File: src/rtl/pipe_reg_chain.sv
// pipe_reg_chain: STAGES-deep valid/ready register pipeline with bubble collapsing.
// Latency: STAGES cycles from input transfer to out_valid when not stalled; 1 word/cycle.
// Backpressure: combinational ready chain; a stage is ready when it is empty or its
// successor is ready. Optional occupancy counter under `PIPE_REG_CHAIN_OCC_EN.
module pipe_reg_chain #(
  parameter int              WIDTH      = 8,
  parameter int              STAGES     = 3,
  parameter logic [WIDTH-1:0] INIT_VALUE = {WIDTH{1'b0}}
) (
  input  logic             clk,
  input  logic             rst,
  input  logic             flush,
  input  logic             in_valid,
  output logic             in_ready,
  input  logic [WIDTH-1:0] in_data,
  output logic             out_valid,
  input  logic             out_ready,
  output logic [WIDTH-1:0] out_data
`ifdef PIPE_REG_CHAIN_OCC_EN
  ,
  output logic [$clog2(STAGES+1)-1:0] occupancy
`endif
);

  // Per-stage valid bits and data registers; the last stage feeds the outputs.
  logic [STAGES-1:0] v;
  logic [WIDTH-1:0]  d [STAGES];

  // rdy[k]: stage k can take a word this cycle; rdy[STAGES] is the downstream ready.
  logic [STAGES:0]   rdy;
  // mv[k]: the word in stage k leaves it this cycle (to k+1 or out of the block).
  logic [STAGES-1:0] mv;
  // fill[k]: stage k receives a new word at the next edge.
  logic [STAGES-1:0] fill;
  logic              take;
  logic              out_fire;

  // Ready chain walks from the output back to the input so bubbles collapse.
  always_comb begin
    rdy         = '0;
    rdy[STAGES] = out_ready;
    for (int k = STAGES - 1; k >= 0; k--) begin
      rdy[k] = !v[k] | rdy[k+1];
    end
  end

  assign in_ready  = rdy[0] & !flush & !rst;
  assign take      = in_valid & in_ready;
  assign out_valid = v[STAGES-1];
  assign out_data  = d[STAGES-1];
  assign out_fire  = v[STAGES-1] & out_ready;

  // Movement and refill conditions for every stage.
  always_comb begin
    mv   = '0;
    fill = '0;
    for (int k = 0; k < STAGES; k++) begin
      mv[k] = v[k] & rdy[k+1];
    end
    fill[0] = take;
    for (int k = 1; k < STAGES; k++) begin
      fill[k] = mv[k-1];
    end
  end

  // Valid bits: refill wins over a departing word; reset beats flush beats traffic.
  always_ff @(posedge clk) begin
    if (rst || flush) begin
      v <= '0;
    end else begin
      for (int k = 0; k < STAGES; k++) begin
        if (fill[k]) begin
          v[k] <= 1'b1;
        end else if (mv[k]) begin
          v[k] <= 1'b0;
        end
      end
    end
  end

  // Data registers load only when their stage is refilled; otherwise they hold.
  always_ff @(posedge clk) begin
    if (rst || flush) begin
      for (int k = 0; k < STAGES; k++) begin
        d[k] <= INIT_VALUE;
      end
    end else begin
      if (fill[0]) begin
        d[0] <= in_data;
      end
      for (int k = 1; k < STAGES; k++) begin
        if (fill[k]) begin
          d[k] <= d[k-1];
        end
      end
    end
  end

`ifdef PIPE_REG_CHAIN_OCC_EN
  localparam int OCC_W = $clog2(STAGES + 1);
  localparam logic [OCC_W-1:0] OCC_ONE = OCC_W'(1);

  // Occupancy tracks accepted-minus-delivered words; simultaneous in/out cancels.
  always_ff @(posedge clk) begin
    if (rst || flush) begin
      occupancy <= '0;
    end else if (take && !out_fire) begin
      occupancy <= occupancy + OCC_ONE;
    end else if (!take && out_fire) begin
      occupancy <= occupancy - OCC_ONE;
    end
  end
`endif

endmodule

File: config.mk
export PLATFORM = sky130hd
export DESIGN_NAME = pipe_reg_chain
export DESIGN_NICKNAME = d
export VERILOG_FILES = /design/src/rtl/pipe_reg_chain.sv
export SDC_FILE = /design/constraint.sdc
export NUM_CORES = 1
export LEC_CHECK = 0
export CAP_MARGIN = 10
export CORE_MARGIN = 1.5
export CORE_UTILIZATION = 42
export CTS_CLUSTER_SIZE = 16
export DETAILED_ROUTE_END_ITERATION = 8
export PLACE_DENSITY = 0.74
export RECOVER_POWER = 50
export SLEW_MARGIN = 30
export SYNTH_ARGS = -nofsm -noshare
export SYNTH_HDL_FRONTEND = slang
export SYNTH_SLANG_ARGS = --single-unit
File: constraint.sdc
create_clock -name clk -period 1.5 [get_ports clk]
set_input_delay 0.3 -clock clk [delete_from_list [all_inputs] [get_ports clk]]
set_output_delay 0.3 -clock clk [all_outputs]
set_load 0.02 [all_outputs]
; Word level (Yosys, flattened, before mapping)
; Memories as Yosys holds them, arrays and structs flattened.
; Index checks and enable logic that the tools add are counted.
[totals]
ram_bits = 24
mem_count = 1
latchBits = 0
reg_bits = 3
elab_cells = 45
rom_bits = 0
in_bits = 13
[mem_list]
columns = name, words, width, read_ports, rd_clocked_by_memory_dff, wr, line
row1 = d, 3, 8, 3, 0, 3, 27  ; logic [WIDTH-1:0] d [STAGES];
[op_classes]
div = 0
eq_ne = 0
bitwise = 12
order_cmp = 0
n_reduce_logical = 9
n_mul = 0
n_mux = 20
n_shift = 0
addsub = 0
[ops]
columns = op, count
row1 = 8-bit two-way mux, 3
row2 = 1-bit two-way mux, 17
row3 = 1-bit bitwise AND, 6
row4 = 1-bit OR, 6
row5 = 2-bit nonzero test, 3
row6 = 1-bit logical NOT, 5
row7 = 1-bit logical OR, 1

; Longest topological paths before layout
[depth]
word_depth = 11
depth_mapped = 4

; Worst setup path before layout
; OpenSTA, ideal clock, no wires.
[synth_path]
kind = register -> register
startpoint = register v[2]
endpoint = memory d[2][0] (netlist: d[0][16]) (enable)
required_time_ps = 1116
synth_period_minus_slack_ps = 1560
path_stages_with_launch = 3
path_slack_ps = -60
setup_time_ps = 384
t_arrival_ps = 1176
path_cell_list = dfxtp_1 -> nor2b_1 -> o21ai_0
[synth_rtl]
columns = element, line
row1 = from (decl), 26  ; logic [STAGES-1:0] v;
row2 = from (signal assigned), 69  ; v <= '0;
row3 = "from (signal, indexed assignment)", 73  ; v[k] <= 1'b1;
row4 = "from (signal, indexed assignment)", 75  ; v[k] <= 1'b0;
row5 = to (decl), 27

; Worst setup path after layout
[layout_path]
startpoint = input flush
endpoint = output in_ready
[layout_via]
elab_chain_cells = 3
[layout_rtl]
columns = element, line
row1 = from (decl), 12  ; input logic flush,
row2 = 1-bit logical NOT, 47  ; assign in_ready = rdy[0] & !flush & !rst;
row3 = 1-bit bitwise AND (2 in series), 47
row4 = to (decl), 14  ; output logic in_ready,
; Every way passes these cells.

==> metrics.yaml <==
synth-seq-area-share_pct: 62.3
post_drt_via_cell_ratio: 4.91
reg2reg_to: "d[0][14]"
multi_input_area_um2: 363
track_usage_pct: 11.9
antenna_found_initial: 0
num_antenna_cells: 0
timing.rr.start: "v[1]"
syn-mean-instance-area_um2: 15.7
status: "finished clean"
finClkSkew_ns: 0.00485
synth_top_area_share_pct: 57.5
pwr-share-comb_pct: 11.4
slew_violations: 0
worstSetupStartpointType: "input port"
required_ns: 1.20
worstMarginPinSlew_ns: 0.361
fp-row-count: 19
clk_latency_ns: 0.33
area_growth_pct: 23.9
swShare_pct: 22.5
arrival_ns: 1.18
grt_pass1_vias: 714
ys_top_cells_by_area: "edfxtp_1 (58%), a21boi_2 (18%), dfxtp_1 (4.8%)"
setup_viol: 0
setup.worst_path.class: "input port to primary output"
power_density_mw_per_mm2: 871
cts_buffer_depth: 2
dr.pass1.iters: 3
final_area_mm2: 0.00155
place.gp.congestion: 0.873
hold_path_class: "input port to flip-flop"
whs_ns: 0.214
synth_cells: 80
drv_cap: 0
ys_async_sr_fraction_pct: 0
htreeDepth: 1
relSlewSlack_pct: 75.9
drc_errors: 0
die_h_um: 57.6
place_area_mm2: 0.00155
die_area_mm2: 0.00332
p_int_mw: 1.05
ys_seq_elements: 27
crit_chain: "clkdlybuf4s50_1 > nor2_4 > and2_1 > buf_2"
synth.most_common_cell: "edfxtp_1"
critical_path.max_stage_delay_ns: 0.52
vias: 678
switching_power_mw: 0.304
drtAntennaViolNets: 0
ir_drop_uv: 541
yosysTopAreaCell: "edfxtp_1"
wl_um: 1780
endpoint_kind: "primary output"
num_io_pins: 23
hold_violations: 0
slowest_stage: "clkdlybuf4s50_1"
drt_iter0_drc: 8
cts_tree: "yes"
grt_max_degree: 25
grt_overflow_total: 0
hold_buffers: 0
portBuffers: 22
nNetsFinal: 121
fillers: 232
hold_path_depth: 2
power_frac_clock_pct: 24.0
yosys-top-cells-count: "edfxtp_1 (24), a21boi_2 (20), buf_4 (8), a21boi_0 (5), buf_6 (4)"
clock-root-buffer: "clkbuf_4"
ys_warn_count: 0
p_leak_nw: 0.601
synth_edf_count: 24
core_mm2: 0.00278
synth_ff_type: "edfxtp_1"
share_seq_of_total_power_pct: 64.5
worst_hold_startpoint: "rst"
syn_nets: 93
numClockSinks: 27
period_minus_slack_ns: 1.48
grt_pass1_wl_um: 2990
drive_above_1_share_pct: 40.2
synth_area_mm2: 0.00125
area.sequential_um2: 783
cts.clk_slew.worst_paths_ns: 0.15
r2r_slack_ns: 0.10
numCtsBuffers: 3
die_w_um: 57.6
period_share_pct: 98.4
yosysUniqueCellTypes: 19
crit_fanout: 2
min_to: "v[1]"
max_freq_mhz: 678
rsz0062_at_grt: "false"
reg2reg_depth: 5
wire_per_inst_um: 12.9
start_util_pct: 45.0
-- what timing repair did --
action	in CTS	in global routing
setup endpoints to repair	10	25
setup buffers	1	0
cloned	0	0
pin swaps	0	1
gates resized for setup	18	4
-- logic make-up (layout without fill, tap and decap cells) --
logic type             Yosys count  in the layout  synth area share, %
AO/OA/AOI/OAI                   29             29                 23.4
flip-flops                      27             27                 62.3
buffers and inverters           14             41                 8.99
AND/OR/NAND/NOR                 10             10                 5.30
-- critical path, delay by kind of cell --
kind | cells | cell delay [ns]
buffers and inverters | 2 | 0.67
AND/OR/NAND/NOR | 2 | 0.20
-- metal layers --
metal  global-route usage, %  share of wire [%]  routed length (µm)
met4                    6.98               0.51                   9
met1                    12.5                 41                 719
met5                       0                  0                   0
met2                    21.8                 55                 979
met3                    2.27                3.7                  66
-- how the worst max path moves through the flow --
stage / startpoint / end / slack (ns)
floorplan: v[2] / d[0][0] / 0.08
CTS: out_ready / in_ready / -0.08
detailed placement: out_ready / in_ready / -0.49
finish: flush / in_ready / 0.02
global route: flush / in_ready / 0.004
global placement: out_ready / in_ready / -0.43
-- cell usage in the layout, fill, tap and decap left out, drive strengths merged, types with 2 or more instances in the layout --
cell	count
a21boi	25
edfxtp	24
dlygate4sd2	9
buf	9
inv	2
dlymetal6s2s	3
clkbuf	7
clkdlybuf4s50	10
nand2	3
dfxtp	3
-- cell type report --
cell class / count / share of cell area (%)
clock inverter: 1 / 0.484
timing repair buffer: 35 / 21.2
sequential: 27 / 50.5
clock buffer: 3 / 1.45
multi-input combinational: 39 / 23.4
tap: 31 / 2.50
inverter: 2 / 0.484
-- power groups by stage --
stage	Combinational (mW)	Clock, mW	Sequential, mW
after floorplan	0.101	0	0.888
after global placement	0.171	0	0.888
after detailed placement	0.177	0	0.891
after CTS	0.168	0.339	0.873
after global routing	0.166	0.356	0.877
final	0.154	0.325	0.872
-- sequential cells by signal, indices dropped and copies added, names as in the netlist --
name	flops
v	3
d	24
-- through the flow --
stage,std cells,setup slack (ns),utilization [%],power (mW),TNS (ns)
after floorplan,80,0.0764,-,0.989,0
after global placement,133,-0.427,55.6,1.06,-7.60
after detailed placement,133,-0.485,55.6,1.07,-9.55
after CTS,138,-0.0801,56.5,1.38,-0.0801
after global routing,138,0.00367,55.8,1.40,0
final,138,0.0244,55.8,1.35,0
Note: power is estimated with default switching activity, not from simulation.
